## config.mk

```make
export PLATFORM = sky130hd
export DESIGN_NAME = oam_sprite_scanner_flat
export DESIGN_NICKNAME = d
export VERILOG_FILES = /design/src/rtl/oam_sprite_scanner_pkg.sv /design/src/rtl/oam_sprite_scanner_if.sv /design/src/rtl/oam_sprite_scanner_line_buffer.sv /design/src/rtl/oam_sprite_scanner.sv /design/src/flat_wrapper.sv
export SDC_FILE = /design/constraint.sdc
export NUM_CORES = 1
export LEC_CHECK = 0
export CAP_MARGIN = 20
export CORE_UTILIZATION = 45
export DETAILED_ROUTE_END_ITERATION = 8
export SLEW_MARGIN = 20
export SYNTH_ARGS = -nofsm -noshare
export SYNTH_HDL_FRONTEND = slang
export SYNTH_HIERARCHICAL = 1
export SYNTH_SLANG_ARGS = --single-unit
export TNS_END_PERCENT = 100
```

## constraint.sdc

```tcl
create_clock -name clk -period 8.2 [get_ports clk]
set_input_delay 0.82 -clock clk [delete_from_list [all_inputs] [get_ports clk]]
set_output_delay 0.82 -clock clk [all_outputs]
set_load 0.01 [all_outputs]
```

## src/rtl/oam_sprite_scanner_pkg.sv

```systemverilog
// oam_sprite_scanner_pkg: constants, scan states and line-buffer entry types for the mode-2 OAM scanner
package oam_sprite_scanner_pkg;
  localparam int OAM_ENTRIES = 40;
  localparam int MAX_LINE_SPRITES = 10;
  localparam int SPRITE_Y_OFFSET = 16;
  typedef enum logic [3:0] {IDLE, RD_Y, EV_Y, RD_X, CAP_X, RD_T, CAP_T, RD_F, CAP_F, FIN} oam_scan_state_t;
  typedef struct packed {
    logic bg_priority;
    logic y_flip;
    logic x_flip;
    logic palette;
    logic [3:0] cgb;
  } SpriteAttributeFlags;
  typedef struct packed {
    logic [7:0] x;
    logic [7:0] tile;
    SpriteAttributeFlags flags;
    logic [3:0] row;
    logic [5:0] oam_index;
  } sprite_line_entry_t;
endpackage

```

## src/rtl/oam_sprite_scanner_if.sv

```systemverilog
// oam_sprite_scanner_if: OAM byte read port; rd/addr from the scanner, rdata valid the cycle after rd
interface oam_sprite_scanner_if;
  logic rd;
  logic [7:0] addr;
  logic [7:0] rdata;
  modport master (output rd, addr, input rdata);
  modport slave (input rd, addr, output rdata);
endinterface

```

## src/rtl/oam_sprite_scanner_line_buffer.sv

```systemverilog
// oam_sprite_scanner_line_buffer: 10-entry selected-sprite register file, one write port, combinational read
// ports: clk, reset_n (sync, active-low), we_i/widx_i/wdata_i write, ridx_i -> rdata_o (0 when out of range)
module oam_sprite_scanner_line_buffer import oam_sprite_scanner_pkg::*; (
  input  logic clk,
  input  logic reset_n,
  input  logic we_i,
  input  logic [3:0] widx_i,
  input  sprite_line_entry_t wdata_i,
  input  logic [3:0] ridx_i,
  output sprite_line_entry_t rdata_o
);
  sprite_line_entry_t mem_q [MAX_LINE_SPRITES];
  always_ff @(posedge clk)
    if (!reset_n) for (int k = 0; k < MAX_LINE_SPRITES; k++) mem_q[k] <= '0;
    else if (we_i && widx_i < 4'(MAX_LINE_SPRITES)) mem_q[widx_i] <= wdata_i;
  assign rdata_o = ridx_i < 4'(MAX_LINE_SPRITES) ? mem_q[ridx_i] : '0;
endmodule

```

## src/rtl/oam_sprite_scanner.sv

```systemverilog
// oam_sprite_scanner: mode-2 OAM walk selecting up to 10 sprites on line LY into a line buffer
// ports: clk, reset_n (sync, active-low); start_i/ly_i/sprite_size_i control; oam OAM read port;
// busy_o/done_o/sprite_count_o status; buf_idx_i -> buf_valid_o and buf_* line-buffer read
module oam_sprite_scanner import oam_sprite_scanner_pkg::*; (
  input  logic clk,
  input  logic reset_n,
  input  logic start_i,
  input  logic [7:0] ly_i,
  input  logic sprite_size_i,
  oam_sprite_scanner_if.master oam,
  output logic busy_o,
  output logic done_o,
  output logic [3:0] sprite_count_o,
  input  logic [3:0] buf_idx_i,
  output logic buf_valid_o,
  output logic [7:0] buf_x_o,
  output logic [7:0] buf_tile_o,
  output logic [7:0] buf_flags_o,
  output logic [3:0] buf_row_o,
  output logic [5:0] buf_oam_index_o
);
  oam_scan_state_t state_q, state_d;
  logic [5:0] i_q, i_d;
  logic [3:0] cnt_q, cnt_d, dy_q, dy_d;
  logic [7:0] ly_q, ly_d, x_q, x_d, tile_q, tile_d;
  logic size_q, size_d, hit, last, full, we;
  logic [4:0] h;
  logic [8:0] diff;
  SpriteAttributeFlags flg;
  sprite_line_entry_t we_entry, rd_entry;
  assign h = size_q ? 5'd16 : 5'd8;
  // a negative diff (bit 8) means the sprite starts below this line
  assign diff = {1'b0, ly_q} + 9'(SPRITE_Y_OFFSET) - {1'b0, oam.rdata};
  assign hit = !diff[8] && diff < {4'd0, h};
  assign last = i_q == 6'(OAM_ENTRIES - 1);
  // evaluated in CAP_F, before the increment lands
  assign full = cnt_q == 4'(MAX_LINE_SPRITES - 1);
  assign flg = SpriteAttributeFlags'(oam.rdata);
  assign we_entry = '{x: x_q, tile: tile_q, flags: flg,
                      row: flg.y_flip ? 4'(h - 5'd1 - {1'b0, dy_q}) : dy_q, oam_index: i_q};
  always_ff @(posedge clk)
    if (!reset_n) begin
      state_q <= IDLE;
      i_q <= '0;
      cnt_q <= '0;
      dy_q <= '0;
      ly_q <= '0;
      x_q <= '0;
      tile_q <= '0;
      size_q <= 1'b0;
    end else begin
      state_q <= state_d;
      i_q <= i_d;
      cnt_q <= cnt_d;
      dy_q <= dy_d;
      ly_q <= ly_d;
      x_q <= x_d;
      tile_q <= tile_d;
      size_q <= size_d;
    end
  always_comb begin
    state_d = state_q;
    i_d = i_q;
    cnt_d = cnt_q;
    dy_d = dy_q;
    ly_d = ly_q;
    x_d = x_q;
    tile_d = tile_q;
    size_d = size_q;
    case (state_q)
      IDLE: state_d = IDLE;
      RD_Y: state_d = EV_Y;
      EV_Y: begin
        dy_d = diff[3:0];
        state_d = hit ? RD_X : last ? FIN : RD_Y;
        i_d = hit || last ? i_q : i_q + 6'd1;
      end
      RD_X: state_d = CAP_X;
      CAP_X: begin
        x_d = oam.rdata;
        state_d = RD_T;
      end
      RD_T: state_d = CAP_T;
      CAP_T: begin
        tile_d = size_q ? oam.rdata & 8'hFE : oam.rdata;
        state_d = RD_F;
      end
      RD_F: state_d = CAP_F;
      CAP_F: begin
        cnt_d = cnt_q + 4'd1;
        state_d = full || last ? FIN : RD_Y;
        i_d = full || last ? i_q : i_q + 6'd1;
      end
      FIN: state_d = IDLE;
      default: state_d = IDLE;
    endcase
    // start from any state restarts the walk; an in-flight read is simply ignored
    if (start_i) begin
      state_d = RD_Y;
      i_d = '0;
      cnt_d = '0;
      ly_d = ly_i;
      size_d = sprite_size_i;
    end
  end
  always_comb begin
    oam.rd = state_q inside {RD_Y, RD_X, RD_T, RD_F};
    oam.addr = oam.rd ? {i_q, state_q == RD_Y ? 2'd0 : state_q == RD_X ? 2'd1 : state_q == RD_T ? 2'd2 : 2'd3} : 8'd0;
    busy_o = !(state_q inside {IDLE, FIN});
    done_o = state_q == FIN;
    we = state_q == CAP_F;
  end
  oam_sprite_scanner_line_buffer u_buf (
    .clk(clk),
    .reset_n(reset_n),
    .we_i(we),
    .widx_i(cnt_q),
    .wdata_i(we_entry),
    .ridx_i(buf_idx_i),
    .rdata_o(rd_entry)
  );
  assign sprite_count_o = cnt_q;
  assign buf_valid_o = buf_idx_i < cnt_q;
  assign buf_x_o = rd_entry.x;
  assign buf_tile_o = rd_entry.tile;
  assign buf_flags_o = rd_entry.flags;
  assign buf_row_o = rd_entry.row;
  assign buf_oam_index_o = rd_entry.oam_index;
endmodule

```

## src/flat_wrapper.sv

```systemverilog
// flat-port wrapper written by rule: the top's interface ports become plain ports
module oam_sprite_scanner_flat import oam_sprite_scanner_pkg::*;
  (clk, reset_n, start_i, ly_i, sprite_size_i, busy_o, done_o, sprite_count_o, buf_idx_i, buf_valid_o, buf_x_o, buf_tile_o, buf_flags_o, buf_row_o, buf_oam_index_o, oam_rd, oam_addr, oam_rdata);
  oam_sprite_scanner_if oam_i ();
  input  logic clk;
  input  logic reset_n;
  input  logic start_i;
  input  logic [7:0] ly_i;
  input  logic sprite_size_i;
  output logic busy_o;
  output logic done_o;
  output logic [3:0] sprite_count_o;
  input  logic [3:0] buf_idx_i;
  output logic buf_valid_o;
  output logic [7:0] buf_x_o;
  output logic [7:0] buf_tile_o;
  output logic [7:0] buf_flags_o;
  output logic [3:0] buf_row_o;
  output logic [5:0] buf_oam_index_o;
  output wire logic [$bits(oam_i.rd)-1:0] oam_rd;
  output wire logic [$bits(oam_i.addr)-1:0] oam_addr;
  input wire logic [$bits(oam_i.rdata)-1:0] oam_rdata;
  assign oam_rd = oam_i.rd;
  assign oam_addr = oam_i.addr;
  assign oam_i.rdata = oam_rdata;
  oam_sprite_scanner u_core (.clk(clk), .reset_n(reset_n), .start_i(start_i), .ly_i(ly_i), .sprite_size_i(sprite_size_i), .oam(oam_i), .busy_o(busy_o), .done_o(done_o), .sprite_count_o(sprite_count_o), .buf_idx_i(buf_idx_i), .buf_valid_o(buf_valid_o), .buf_x_o(buf_x_o), .buf_tile_o(buf_tile_o), .buf_flags_o(buf_flags_o), .buf_row_o(buf_row_o), .buf_oam_index_o(buf_oam_index_o));
endmodule
```

==> metrics.md <==
| Metric | Value |
|---|---|
| Critical Path Source Type | primary input |
| Worst path slowest cell | buf_4 |
| Hpwl dp | 25.1 mm |
| Top post-synthesis cells by count | nor2_1 (353), edfxtp_1 (340), mux2i_1 (189) |
| Overflow after GRT | 0 |
| Ys Warns | 6 |
| Final #Nets | 1514 |
| Placed Instance Area | 18800 µm² |
| Fin cells | ~2000 |
| First-pass GRT wire length | 70.5 mm |
| Clk pin slew, worst setup/hold paths | about 60 ps |
| Vias/cell | 5.71 |
| Final setup TNS | 0 ps |
| WL met1 | around 21 mm |
| Final Hold Slack | 477 ps |
| Setup crit end kind | output pin |
| Area growth syn-to-layout | 13.7% |
| Vias in the first global route | roughly 12000 |
| Power, Total | 4.39 mW |
| Cell Rows | 72 |
| Inst Count DP | 1942 |
| Detailed Route WL | 46.5 mm |
| Seq/Total Area, Yosys | 0.623 |
| Largest buffer count on any clock path | 3 |
| Syn Inst Count | 1424 |
| Post-synth top area share | 0.575 |
| TritonCTS clock tree | yes |
| Place WS | around 3700 ps |
| WP data arrival | 3590 ps |
| Worst rel slew slack | 0.261 |
| Core ar. | 38800 µm² |
| N_diodes | 0 |
| Share of layout cells above drive strength 1 | 0.0930 |
| Antenna-violating nets left | 0 |
| Post-Synthesis Net Count | 1471 |
| Post-layout min period | 4410 ps |
| Final Wtd Congestion | a little under 0.8 |
| Ranking of synthesized cells by area | edfxtp_1 (57%), mux2i_1 (11%), nor2_1 (7.5%) |
| H-tree lvl count | 2 |
| 1st-pass router iterations | 7 |
| Post-route design area | 20200 µm² |
| Routed length per instance | 23.1 µm |
| Initial Util | 0.458 |
| Die height | 201 µm |
| Final period util | 0.538 |
| Post-synth EDFFs | 340 |
| Num CTS Buffers | just over 40 |
| Leading area contributor after synthesis | edfxtp_1 |
| Max FO, Critical Path | 59 |
| Clock Latency Late Sink | 550 ps |
| Ys async rst share | 0 |
| # resized after CTS | 0 |
| HP Class | register to register |
| Area of the die | 40300 µm² |
| Leak pwr | approximately 7.3 nW |
| Final setup margin | 3790 ps |
| Met3 Routed Length | 2.99 mm |
| PD cells | 217 nW/µm² |
| DR DRC count | 0 |
| Final Util | 0.520 |
| Largest net degree at the start of global routing | 70 |
| Initial antenna violation count | 0 |
| Post-synth cell types | 60 |
| Peak VDD IR | about 0.13 mV |
| CP max stage delay | 930 ps |
| Status | finished, final reports clean |
| Setup violators final | 0 |
| Met2 WL | about 22 mm |
| Hold Vio Cnt, Final | 0 |
| CTS sink count | 383 |
| Max Cap Viol | 0 |
| Die W | 201 µm |
| Synth Cell Area | 17800 µm² |
| Hold_buf cts | 0 |
| Root Driver | clkbuf_16 |
| Syn Area/Cell | 12.5 µm² |
| Io pins | 74 |
| DR vias | 11500 |
| Max Fclk | 227 MHz |
| RSZ-0062 raised after global routing | false |
| GRT Util Overall | 0.232 |
| 1st-iter DRT viols | between 800 and 900 |
| Post-CTS Setup Inserts | 0 |
| Clk_skew | slightly above 30 ps |
| Max Slew Vio Count | 0 |
| #FFs+latches synth | 383 |
| Critical Path RT | around 7400 ps |
| Top_reg_cell synth | edfxtp_1 |
| Worst Max-Slew Pin Slew | 1100 ps |
| CP cell instances | buf_6, buf_4, mux2i_1, o22ai_1, o31a_1, clkdlybuf4s50_1 |
| Max Used Layer | met4 |
| Worst Path Class, Setup | primary input to output pin |
| IO buf count | between 70 and 80 |
| Top-count cell post-synth | nor2_1 |
[critical path: cells and delay by family]
kind | cells | cell delay (ps)
muxes | 1 | 270
AOI/OAI and AO/OA | 2 | 470
buffers and inverters | 3 | 1890
[flip-flops by register name (all words and copies together), names as in the netlist]
register               count
u_core/i_q                 6
u_core/tile_q              8
u_core/state_q             4
u_core/x_q                 8
u_core/ly_q                8
u_core/sprite_count_o      4
u_core/u_buf/mem_q       340
u_core/size_q              1
u_core/dy_q                4
[cell usage in the layout, fill, tap and decap left out, types with 4 or more instances in the layout]
master	Yosys	routed
nor2_1	353	352
edfxtp_1	340	340
mux2i_1	189	189
clkdlybuf4s50_1	0	70
inv_1	53	53
clkbuf_16	0	43
dfxtp_1	43	43
nand2_1	43	34
o22ai_1	34	34
o221ai_1	34	34
o31a_1	34	34
buf_4	14	25
nor2b_1	23	23
ha_1	22	22
nand3_2	20	20
nand3_4	10	10
and2_1	10	9
a21boi_0	9	9
clkbuf_1	22	8
clkinv_1	0	8
o21ai_0	9	8
nand3_1	8	8
nand2_2	0	8
nor3_1	7	7
nand2b_1	9	7
bufinv_16	0	6
xor2_1	6	6
and3_1	6	6
a21oi_1	6	6
a211oi_1	5	5
xnor2_1	5	5
a21o_1	4	4
[kinds of logic after synthesis]
| kind of cell | after synthesis | share of synthesized area |
|---|---|---|
| AOI/OAI and AO/OA | 160 | 0.0719 |
| adders and majority gates | 23 | 0.0166 |
| muxes | 189 | 0.106 |
| DFF | 383 | 0.623 |
| xor gates and xnor gates | 11 | 0.00542 |
| and+or+nand+nor | 507 | 0.134 |
| buffers and inverters | 151 | 0.0420 |
[power breakdown]
part	switching, mW	internal, mW	total, mW
registers	0.0184	2.18	2.20
clock network	0.727	1.15	1.87
logic	0.194	0.125	0.319
total	0.940	3.45	4.39
[area by class of cell]
type	count	area [µm²]
Multi-Input combinational cell	890	6000
Inverter	53	199
Timing Repair Buffer	98	925
Clock inverter	18	234
Clock buffer	52	1120
Fill cell	3302	18600
Sequential cell	383	11100
Tap cell	518	648
[layer usage]
layer  vias to the layer above  GRT usage
met5                         -          0
met4                         0     0.0750
met3                        70     0.0352
met2                       413      0.375
met1                      5785      0.321
li1                       5227          -
[path summary, 6_finish.rpt]
| path | from | endpoint | slack, ps | cells after the start |
|---|---|---|---|---|
| setup / recovery | buf_idx_i[0] | buf_tile_o[5] | 3790 | 6 |
| hold / removal | u_core/x_q[6] | u_core/x_q[6] | 480 | 2 |
| hold reg to reg | u_core/x_q[6] | u_core/x_q[6] | 480 | 2 |
| setup reg to reg | u_core/state_q[0] | u_core/u_buf/mem_q[3][24] | 4990 | 6 |
Power figures use the tool's default switching activity.
